--- config.mk ---
export PLATFORM = sky130hd
export DESIGN_NAME = pkt_wrr_sched_flat
export DESIGN_NICKNAME = d
export VERILOG_FILES = /design/src/rtl/switch_pkg.sv /design/src/rtl/pkt_wrr_sched_if.sv /design/src/rtl/desc_fifo.sv /design/src/rtl/pkt_wrr_sched.sv /design/src/flat_wrapper.sv
export SDC_FILE = /design/constraint.sdc
export NUM_CORES = 1
export LEC_CHECK = 0
export BUFFER_PORTS_ARGS = -buffer_cell sky130_fd_sc_hd__buf_4
export CAP_MARGIN = 10
export CORE_ASPECT_RATIO = 0.6
export CORE_UTILIZATION = 55
export CTS_BUF_LIST = sky130_fd_sc_hd__clkbuf_16
export CTS_CLUSTER_DIAMETER = 200
export DETAILED_ROUTE_END_ITERATION = 8
export PLACE_DENSITY = 0.69
export SYNTH_ARGS = -nofsm -noshare
export SYNTH_HDL_FRONTEND = slang
export SYNTH_HIERARCHICAL = 1
export SYNTH_SLANG_ARGS = --single-unit
--- constraint.sdc ---
create_clock -name iClk -period 6.1 [get_ports iClk]
set_clock_uncertainty 0.05 [all_clocks]
set_input_delay 0.305 -clock iClk [delete_from_list [all_inputs] [get_ports iClk]]
set_output_delay 0.305 -clock iClk [all_outputs]
set_load 0.01 [all_outputs]
--- src/rtl/switch_pkg.sv ---
// Shared switch types: descriptor layout, scheduler states and WRR helpers.
package switch_pkg;

  localparam int ADDR_LENTH = 12;
  localparam int BLK_NUM_W  = 4;
  localparam int NUM_PRIO   = 4;
  localparam int PRIO_W     = 2;
  localparam int WEIGHT_W   = 4;
  localparam int DROP_CNT_W = 16;

  typedef struct packed {
    logic                  drop;
    logic [BLK_NUM_W-1:0]  blocknum;
    logic [ADDR_LENTH-1:0] addr;
  } desc_t;

  typedef enum logic [1:0] {
    ST_IDLE,
    ST_SELECT,
    ST_SERVE
  } wrr_state_e;

  // A zero weight would starve the queue forever, so it is promoted to one.
  function automatic logic [WEIGHT_W-1:0] eff_weight(input logic [WEIGHT_W-1:0] w);
    return (w == '0) ? WEIGHT_W'(1) : w;
  endfunction

endpackage

--- src/rtl/pkt_wrr_sched_if.sv ---
// Enqueue (from switch fabric) and descriptor-issue (to packet-read) channels.
interface pkt_wrr_sched_if;

  logic [switch_pkg::ADDR_LENTH-1:0] iEnqAddr;
  logic [switch_pkg::BLK_NUM_W-1:0]  iEnqBlockNum;
  logic [switch_pkg::PRIO_W-1:0]     iEnqPrio;
  logic                              iEnqVld;
  logic                              oEnqRdy;

  logic [switch_pkg::ADDR_LENTH-1:0] oPktFirAddr;
  logic [switch_pkg::BLK_NUM_W-1:0]  oPktBlockNum;
  logic                              oPktDrop;
  logic                              oPktFirAddrVld;
  logic                              iPktFirAddrRdy;

  modport master (
    output iEnqAddr, iEnqBlockNum, iEnqPrio, iEnqVld, iPktFirAddrRdy,
    input  oEnqRdy, oPktFirAddr, oPktBlockNum, oPktDrop, oPktFirAddrVld
  );

  modport slave (
    input  iEnqAddr, iEnqBlockNum, iEnqPrio, iEnqVld, iPktFirAddrRdy,
    output oEnqRdy, oPktFirAddr, oPktBlockNum, oPktDrop, oPktFirAddrVld
  );

endinterface

--- src/rtl/desc_fifo.sv ---
// Synchronous descriptor FIFO, depth 2**DEPTH_LOG2; never overwrites when full.
module desc_fifo
  import switch_pkg::*;
#(
  parameter int DEPTH_LOG2 = 3
) (
  input  logic                  clk,
  input  logic                  rst_n,
  input  logic                  push_i,
  input  desc_t                 din_i,
  input  logic                  pop_i,
  output desc_t                 head_o,
  output logic [DEPTH_LOG2:0]   count_o,
  output logic                  full_o,
  output logic                  empty_o
);

  localparam int DEPTH = 2 ** DEPTH_LOG2;
  localparam int CNT_W = DEPTH_LOG2 + 1;
  localparam logic [CNT_W-1:0] FULL_CNT = CNT_W'(DEPTH);

  desc_t                 mem [DEPTH];
  logic [DEPTH_LOG2-1:0] wr_ptr_q, rd_ptr_q;
  logic [CNT_W-1:0]      count_q;
  logic                  do_push, do_pop;

  assign full_o  = (count_q == FULL_CNT);
  assign empty_o = (count_q == '0);
  assign count_o = count_q;
  assign head_o  = mem[rd_ptr_q];

  assign do_push = push_i && !full_o;
  assign do_pop  = pop_i && !empty_o;

  // NOTE: storage is deliberately not reset; count and pointers alone define which entries are valid.
  always_ff @(posedge clk) begin
    if (do_push) mem[wr_ptr_q] <= din_i;
  end

  // NOTE: sequential state uses <= so every flop samples pre-edge values regardless of statement order.
  always_ff @(posedge clk or negedge rst_n) begin
    if (!rst_n) begin
      wr_ptr_q <= '0;
      rd_ptr_q <= '0;
      count_q  <= '0;
    end else begin
      if (do_push) wr_ptr_q <= wr_ptr_q + 1'b1;
      if (do_pop)  rd_ptr_q <= rd_ptr_q + 1'b1;
      case ({do_push, do_pop})
        2'b10:   count_q <= count_q + 1'b1;
        2'b01:   count_q <= count_q - 1'b1;
        default: count_q <= count_q;
      endcase
    end
  end

endmodule

--- src/rtl/pkt_wrr_sched.sv ---
// Per-egress-port descriptor scheduler: four priority FIFOs, congestion drop marking,
// weighted round robin selection and a single-entry output register towards packet-read.
module pkt_wrr_sched
  import switch_pkg::*;
#(
  parameter int QDEPTH_LOG2 = 3,
  parameter int DROP_THRESH = 6
) (
  input  logic                  iClk,
  input  logic                  iRst_n,
  pkt_wrr_sched_if.slave        bus,
  input  logic [WEIGHT_W-1:0]   iWeight0,
  input  logic [WEIGHT_W-1:0]   iWeight1,
  input  logic [WEIGHT_W-1:0]   iWeight2,
  input  logic [WEIGHT_W-1:0]   iWeight3,
  output logic [NUM_PRIO-1:0]   oQueueEmpty,
  output logic [DROP_CNT_W-1:0] oDropCnt
);

  localparam int CNT_W = QDEPTH_LOG2 + 1;
  localparam logic [CNT_W-1:0] DROP_LVL = CNT_W'(DROP_THRESH);

  desc_t                fifo_head [NUM_PRIO];
  logic [CNT_W-1:0]     fifo_cnt  [NUM_PRIO];
  logic [NUM_PRIO-1:0]  fifo_full, fifo_empty, fifo_push, fifo_pop;
  logic [WEIGHT_W-1:0]  weight    [NUM_PRIO];

  logic                 enq_fire, enq_drop;
  desc_t                enq_desc;

  wrr_state_e           state_q, state_d;
  logic [PRIO_W-1:0]    cur_q, cur_d, sel;
  logic [WEIGHT_W-1:0]  credit_q, credit_d, credit_base;
  logic                 sel_vld, fresh, serve_ok, load;

  desc_t                out_q;
  logic                 out_vld_q;
  logic [DROP_CNT_W-1:0] drop_cnt_q;

  assign weight[0] = iWeight0;
  assign weight[1] = iWeight1;
  assign weight[2] = iWeight2;
  assign weight[3] = iWeight3;

  // Enqueue side: drop marking looks at occupancy before this cycle's push/pop.
  assign bus.oEnqRdy = !fifo_full[bus.iEnqPrio];
  assign enq_fire    = bus.iEnqVld && bus.oEnqRdy;
  assign enq_drop    = (fifo_cnt[bus.iEnqPrio] >= DROP_LVL);
  assign enq_desc    = '{drop: enq_drop, blocknum: bus.iEnqBlockNum, addr: bus.iEnqAddr};

  always_comb begin
    fifo_push = '0;
    fifo_push[bus.iEnqPrio] = enq_fire;
  end

  for (genvar g = 0; g < NUM_PRIO; g++) begin : g_queue
    desc_fifo #(
      .DEPTH_LOG2 (QDEPTH_LOG2)
    ) u_fifo (
      .clk     (iClk),
      .rst_n   (iRst_n),
      .push_i  (fifo_push[g]),
      .din_i   (enq_desc),
      .pop_i   (fifo_pop[g]),
      .head_o  (fifo_head[g]),
      .count_o (fifo_cnt[g]),
      .full_o  (fifo_full[g]),
      .empty_o (fifo_empty[g])
    );
  end

  // The SELECT scan is resolved combinationally so a selection can pop in the same cycle,
  // which keeps idle-to-valid latency at two cycles and allows back-to-back issue.
  always_comb begin
    // NOTE: every variable gets a default before any branch so no latch is inferred.
    sel_vld  = 1'b0;
    sel      = cur_q;
    fresh    = 1'b0;
    state_d  = state_q;
    cur_d    = cur_q;
    credit_d = credit_q;
    fifo_pop = '0;

    serve_ok = (state_q == ST_SERVE) && (credit_q != '0) && !fifo_empty[cur_q];

    if (serve_ok) begin
      sel_vld = 1'b1;
    end else begin
      // Scan cur+1, cur+2, ... with cur itself last so a lone queue is re-selected.
      for (int i = 1; i <= NUM_PRIO; i++) begin
        if (!sel_vld && !fifo_empty[cur_q + PRIO_W'(i)]) begin
          sel_vld = 1'b1;
          fresh   = 1'b1;
          sel     = cur_q + PRIO_W'(i);
        end
      end
    end

    credit_base    = fresh ? eff_weight(weight[sel]) : credit_q;
    load           = sel_vld && (!out_vld_q || bus.iPktFirAddrRdy);
    fifo_pop[sel]  = load;

    if (load) begin
      cur_d    = sel;
      credit_d = credit_base - 1'b1;
      state_d  = (credit_d == '0) ? ST_SELECT : ST_SERVE;
    end else if (fresh) begin
      // Stalled output: commit the choice now so weights are sampled at selection time.
      cur_d    = sel;
      credit_d = credit_base;
      state_d  = ST_SERVE;
    end else if (!sel_vld) begin
      state_d  = ST_IDLE;
    end
  end

  always_ff @(posedge iClk or negedge iRst_n) begin
    if (!iRst_n) begin
      state_q  <= ST_IDLE;
      cur_q    <= '0;
      credit_q <= '0;
    end else begin
      state_q  <= state_d;
      cur_q    <= cur_d;
      credit_q <= credit_d;
    end
  end

  // Output register holds steady while valid and not ready; reloads on the firing cycle.
  always_ff @(posedge iClk or negedge iRst_n) begin
    if (!iRst_n) begin
      out_q     <= '0;
      out_vld_q <= 1'b0;
    end else if (load) begin
      out_q     <= fifo_head[sel];
      out_vld_q <= 1'b1;
    end else if (bus.iPktFirAddrRdy) begin
      out_vld_q <= 1'b0;
    end
  end

  always_ff @(posedge iClk or negedge iRst_n) begin
    if (!iRst_n) begin
      drop_cnt_q <= '0;
    end else if (enq_fire && enq_drop && (drop_cnt_q != '1)) begin
      drop_cnt_q <= drop_cnt_q + 1'b1;
    end
  end

  assign bus.oPktFirAddr    = out_q.addr;
  assign bus.oPktBlockNum   = out_q.blocknum;
  assign bus.oPktDrop       = out_q.drop;
  assign bus.oPktFirAddrVld = out_vld_q;
  assign oQueueEmpty        = fifo_empty;
  assign oDropCnt           = drop_cnt_q;

endmodule
--- src/flat_wrapper.sv ---
// flat-port wrapper written by rule: the top's interface ports become plain ports
module pkt_wrr_sched_flat import switch_pkg::*;
#(
  parameter int QDEPTH_LOG2 = 3,
  parameter int DROP_THRESH = 6
)
  (iClk, iRst_n, iWeight0, iWeight1, iWeight2, iWeight3, oQueueEmpty, oDropCnt, bus_iEnqAddr, bus_iEnqBlockNum, bus_iEnqPrio, bus_iEnqVld, bus_iPktFirAddrRdy, bus_oEnqRdy, bus_oPktFirAddr, bus_oPktBlockNum, bus_oPktDrop, bus_oPktFirAddrVld);
  pkt_wrr_sched_if bus_i ();
  input  logic iClk;
  input  logic iRst_n;
  input  logic [WEIGHT_W-1:0] iWeight0;
  input  logic [WEIGHT_W-1:0] iWeight1;
  input  logic [WEIGHT_W-1:0] iWeight2;
  input  logic [WEIGHT_W-1:0] iWeight3;
  output logic [NUM_PRIO-1:0] oQueueEmpty;
  output logic [DROP_CNT_W-1:0] oDropCnt;
  input wire logic [$bits(bus_i.iEnqAddr)-1:0] bus_iEnqAddr;
  input wire logic [$bits(bus_i.iEnqBlockNum)-1:0] bus_iEnqBlockNum;
  input wire logic [$bits(bus_i.iEnqPrio)-1:0] bus_iEnqPrio;
  input wire logic [$bits(bus_i.iEnqVld)-1:0] bus_iEnqVld;
  input wire logic [$bits(bus_i.iPktFirAddrRdy)-1:0] bus_iPktFirAddrRdy;
  output wire logic [$bits(bus_i.oEnqRdy)-1:0] bus_oEnqRdy;
  output wire logic [$bits(bus_i.oPktFirAddr)-1:0] bus_oPktFirAddr;
  output wire logic [$bits(bus_i.oPktBlockNum)-1:0] bus_oPktBlockNum;
  output wire logic [$bits(bus_i.oPktDrop)-1:0] bus_oPktDrop;
  output wire logic [$bits(bus_i.oPktFirAddrVld)-1:0] bus_oPktFirAddrVld;
  assign bus_i.iEnqAddr = bus_iEnqAddr;
  assign bus_i.iEnqBlockNum = bus_iEnqBlockNum;
  assign bus_i.iEnqPrio = bus_iEnqPrio;
  assign bus_i.iEnqVld = bus_iEnqVld;
  assign bus_i.iPktFirAddrRdy = bus_iPktFirAddrRdy;
  assign bus_oEnqRdy = bus_i.oEnqRdy;
  assign bus_oPktFirAddr = bus_i.oPktFirAddr;
  assign bus_oPktBlockNum = bus_i.oPktBlockNum;
  assign bus_oPktDrop = bus_i.oPktDrop;
  assign bus_oPktFirAddrVld = bus_i.oPktFirAddrVld;
  pkt_wrr_sched #(.QDEPTH_LOG2(QDEPTH_LOG2), .DROP_THRESH(DROP_THRESH)) u_core (.iClk(iClk), .iRst_n(iRst_n), .bus(bus_i), .iWeight0(iWeight0), .iWeight1(iWeight1), .iWeight2(iWeight2), .iWeight3(iWeight3), .oQueueEmpty(oQueueEmpty), .oDropCnt(oDropCnt));
endmodule
==> results.tsv <==
metric	value	unit
layout_commonest_cell	edfxtp_1	
port_buffers	76	
synth_simple_gate_area_frac	0.04751	
numCtsBuffers	56	
yosys.area.top_type	edfxtp_1	
multiInputGateArea	0.007919	sq mm
fin_hold_ws	0.04293	ns
nets	1623	
slew-limit-headroom	0.1756	
place_ws	1.172	ns
synthArstFlopShare	0.1310	
p_leak	10.37	nW
worstSetupPathType	reg2reg	
cp_cell_sequence	mux4_2, clkinv_1, o31ai_4, a32oi_4, inv_1, nor3_1, o41ai_1, inv_1, ha_1, ha_1, or4b_2, o311ai_0, o211ai_1	
setup_viol	0	
dieArea	0.04956	sq mm
synth_nets	1506	
clk_pin_slew_worst_paths	0.07	ns
final-hold-violation-count	0	
io-pin-count	77	
total_power	13.83	mW
status	completed	
crit_family	compound AO/OA/AOI/OAI gates	
cts_root_buf	clkbuf_16	
ant_nets	0	
n_fill_cell	3399	
worstPathArrival	5.33	ns
grt_max_degree	44	
fin_tns_setup	0	ns
grt_pass1_vias	13741	
ctsResizeCount	0	
cts_max_level	2	
ys_types	74	
powerDensity	461.1	mW/mm^2
area_delta_synth_final	12.15	%
crit_buf_inv	3	
antenna_cells	0	
fp.dieH	172.8	microns
synth_ff_type	edfxtp_1	
clock_latency	0.62	ns
ir_drop	0.3194	mV
max_freq	203.2	MHz
drc	0	
rsz0062_at_grt	no	
maxSlewViolCount	0	
cp.required	6.51	ns
place.gp.congestion	0.8753	
synth.avg_cell_area	18.57	sq um
post_dp_cell_area	0.02817	sq mm
vias	13797	
synthCells	1441	
worstMarginPinSlew	1.235	ns
coreArea	0.04794	sq mm
ys_seq_area_frac	0.6873	
synth_fa_ha_area_frac	0.01375	
tritoncts	built	
synth_top_cell_area_share	0.6106	
final-seq-area	0.01839	sq mm
path_max_fanout	14	
synth.area.mux_share	0.1798	
yosys_warnings	6	
fin_crit_sh	0.8070	
start_kind	register	
dp.cells	2138	
synth_edf_count	544	
final_util	0.6258	
worst_slack	1.178	ns
wl_per_cell	24.90	microns
rows	62	
ys_seq_elements	626	
drt_iter0_drc	1165	
crit_slowest_cell	mux4_2	
synth_compound_area_frac	0.03765	
fp.dieW	286.7	microns
dp_hpwl	34550	microns
min_path_type	in2reg	
critPathMaxStageDelay	0.74	ns
antenna_found_initial	0	
drtPass1Iterations	5	
period_needed	4.922	ns
cts_hold_buf	2	
syn_area	0.02675	sq mm
wl	55870	microns
drive_gt1_frac	0.2438	
mostFrequentLayoutCells	edfxtp_1, buf_4, mux4_1	
endpoint_kind	register	
clockBufferDepth	3	
initial_core_util	0.5581	
grt_usage	0.2301	
synthTopCellsByArea	edfxtp_1, mux4_1, dfrtp_1	
cts_num_sinks	626	
post_cts_buffers	0	
synth_top_family_by_area	multiplexers	
vias_per_cell	6.148	
fin_area	0.03000	sq mm
overflow	0	
synth-xor-area-share	0.01342	
drv_cap	0	
grt_first_pass_wirelength	85350	microns
stdcell_count	2244	
## per-layer routing
metal | part of all wire | vias to the layer above | global-route usage
met1 | 0.47 | 7179 | 0.3689
li1 | - | 6098 | -
met4 | 0.018 | 0 | 0.05319
met5 | 0 | - | 0
met3 | 0.062 | 66 | 0.03641
met2 | 0.45 | 454 | 0.3341
## sequential cells by signal, indices dropped and copies added (netlist names), 2 cells and up
register                        cells
u_core/g_queue.u_fifo/count_o      16
u_core/oDropCnt                    16
u_core/bus.oPktFirAddr             12
u_core/credit_q                     4
u_core/bus.oPktBlockNum             4
u_core/g_queue.u_fifo/wr_ptr_q     12
u_core/g_queue.u_fifo/mem         544
u_core/state_q                      2
u_core/cur_q                        2
u_core/g_queue.u_fifo/rd_ptr_q     12
## area by class of cell
class / count / area share
Sequential cell: 626 / 0.6130
Timing Repair Buffer: 124 / 0.03119
Clock inverter: 47 / 0.01276
Inverter: 39 / 0.004879
Tap cell: 640 / 0.02669
Clock buffer: 57 / 0.04754
Multi-Input combinational cell: 711 / 0.2639
## synthesized netlist by cell type, types with 5 or more instances
cell,number
xnor2_1,32
buf_1,9
a21o_1,5
nor2_1,34
nor4_1,7
mux2_2,95
mux2i_1,25
o311ai_0,5
xor2_1,9
clkbuf_1,12
a31oi_1,5
clkbuf_2,7
nand4_1,8
nor2b_1,6
nand2_1,87
o21ai_0,51
buf_2,19
edfxtp_1,544
dfrtp_1,82
nor3_1,18
nand3b_1,5
buf_6,16
inv_1,38
nand2b_1,14
mux4_2,43
a21oi_1,22
mux4_1,96
nor3b_1,13
ha_1,23
nand3_1,27
o211ai_1,7
## kinds of logic after synthesis
logic type      after synthesis
xor+xnor                     41
simple gates                241
buf+inv                     104
mux                         259
fa+ha+maj                    27
flops                       626
compound gates              143
## final timing paths
| path | slack (ns) | cells after the start | end | startpoint |
|---|---|---|---|---|
| worst max-delay path | 1.18 | 13 | u_core/g_queue[1].u_fifo/count_o[3] | u_core/cur_q[0] |
| worst min-delay path | 0.04 | 1 | u_core/g_queue[3].u_fifo/mem[1][8] | bus_iEnqAddr[8] |
| worst max register to register | 1.18 | 13 | u_core/g_queue[1].u_fifo/count_o[3] | u_core/cur_q[0] |
| worst min register to register | 0.44 | 2 | u_core/bus.oPktDrop | u_core/bus.oPktDrop |
| max in group asynchronous | 4.79 | 3 | u_core/g_queue[3].u_fifo/rd_ptr_q[0] | iRst_n |
| min in group asynchronous | 0.21 | 2 | u_core/oDropCnt[12] | iRst_n |
## worst reg2reg max path, delay by kind of cell (launching register included)
family	cells	cell delay, ns
flip-flops	1	0.69
AND/OR/NAND/NOR	2	0.97
buffers and inverters	3	0.54
AO/OA/AOI/OAI	5	1.14
adder cells (fa/ha/maj)	2	0.67
multiplexers	1	0.74
## report_power, final
part | internal, mW | leakage [nW] | total, mW | switching [mW]
combinational | 2.23 | 3.55 | 4.86 | 2.63
clock | 1.88 | 0.917 | 3.44 | 1.57
sequential | 5.10 | 5.90 | 5.53 | 0.436
total | 9.20 | 10.4 | 13.8 | 4.63
(Power assumes the default switching activity.)
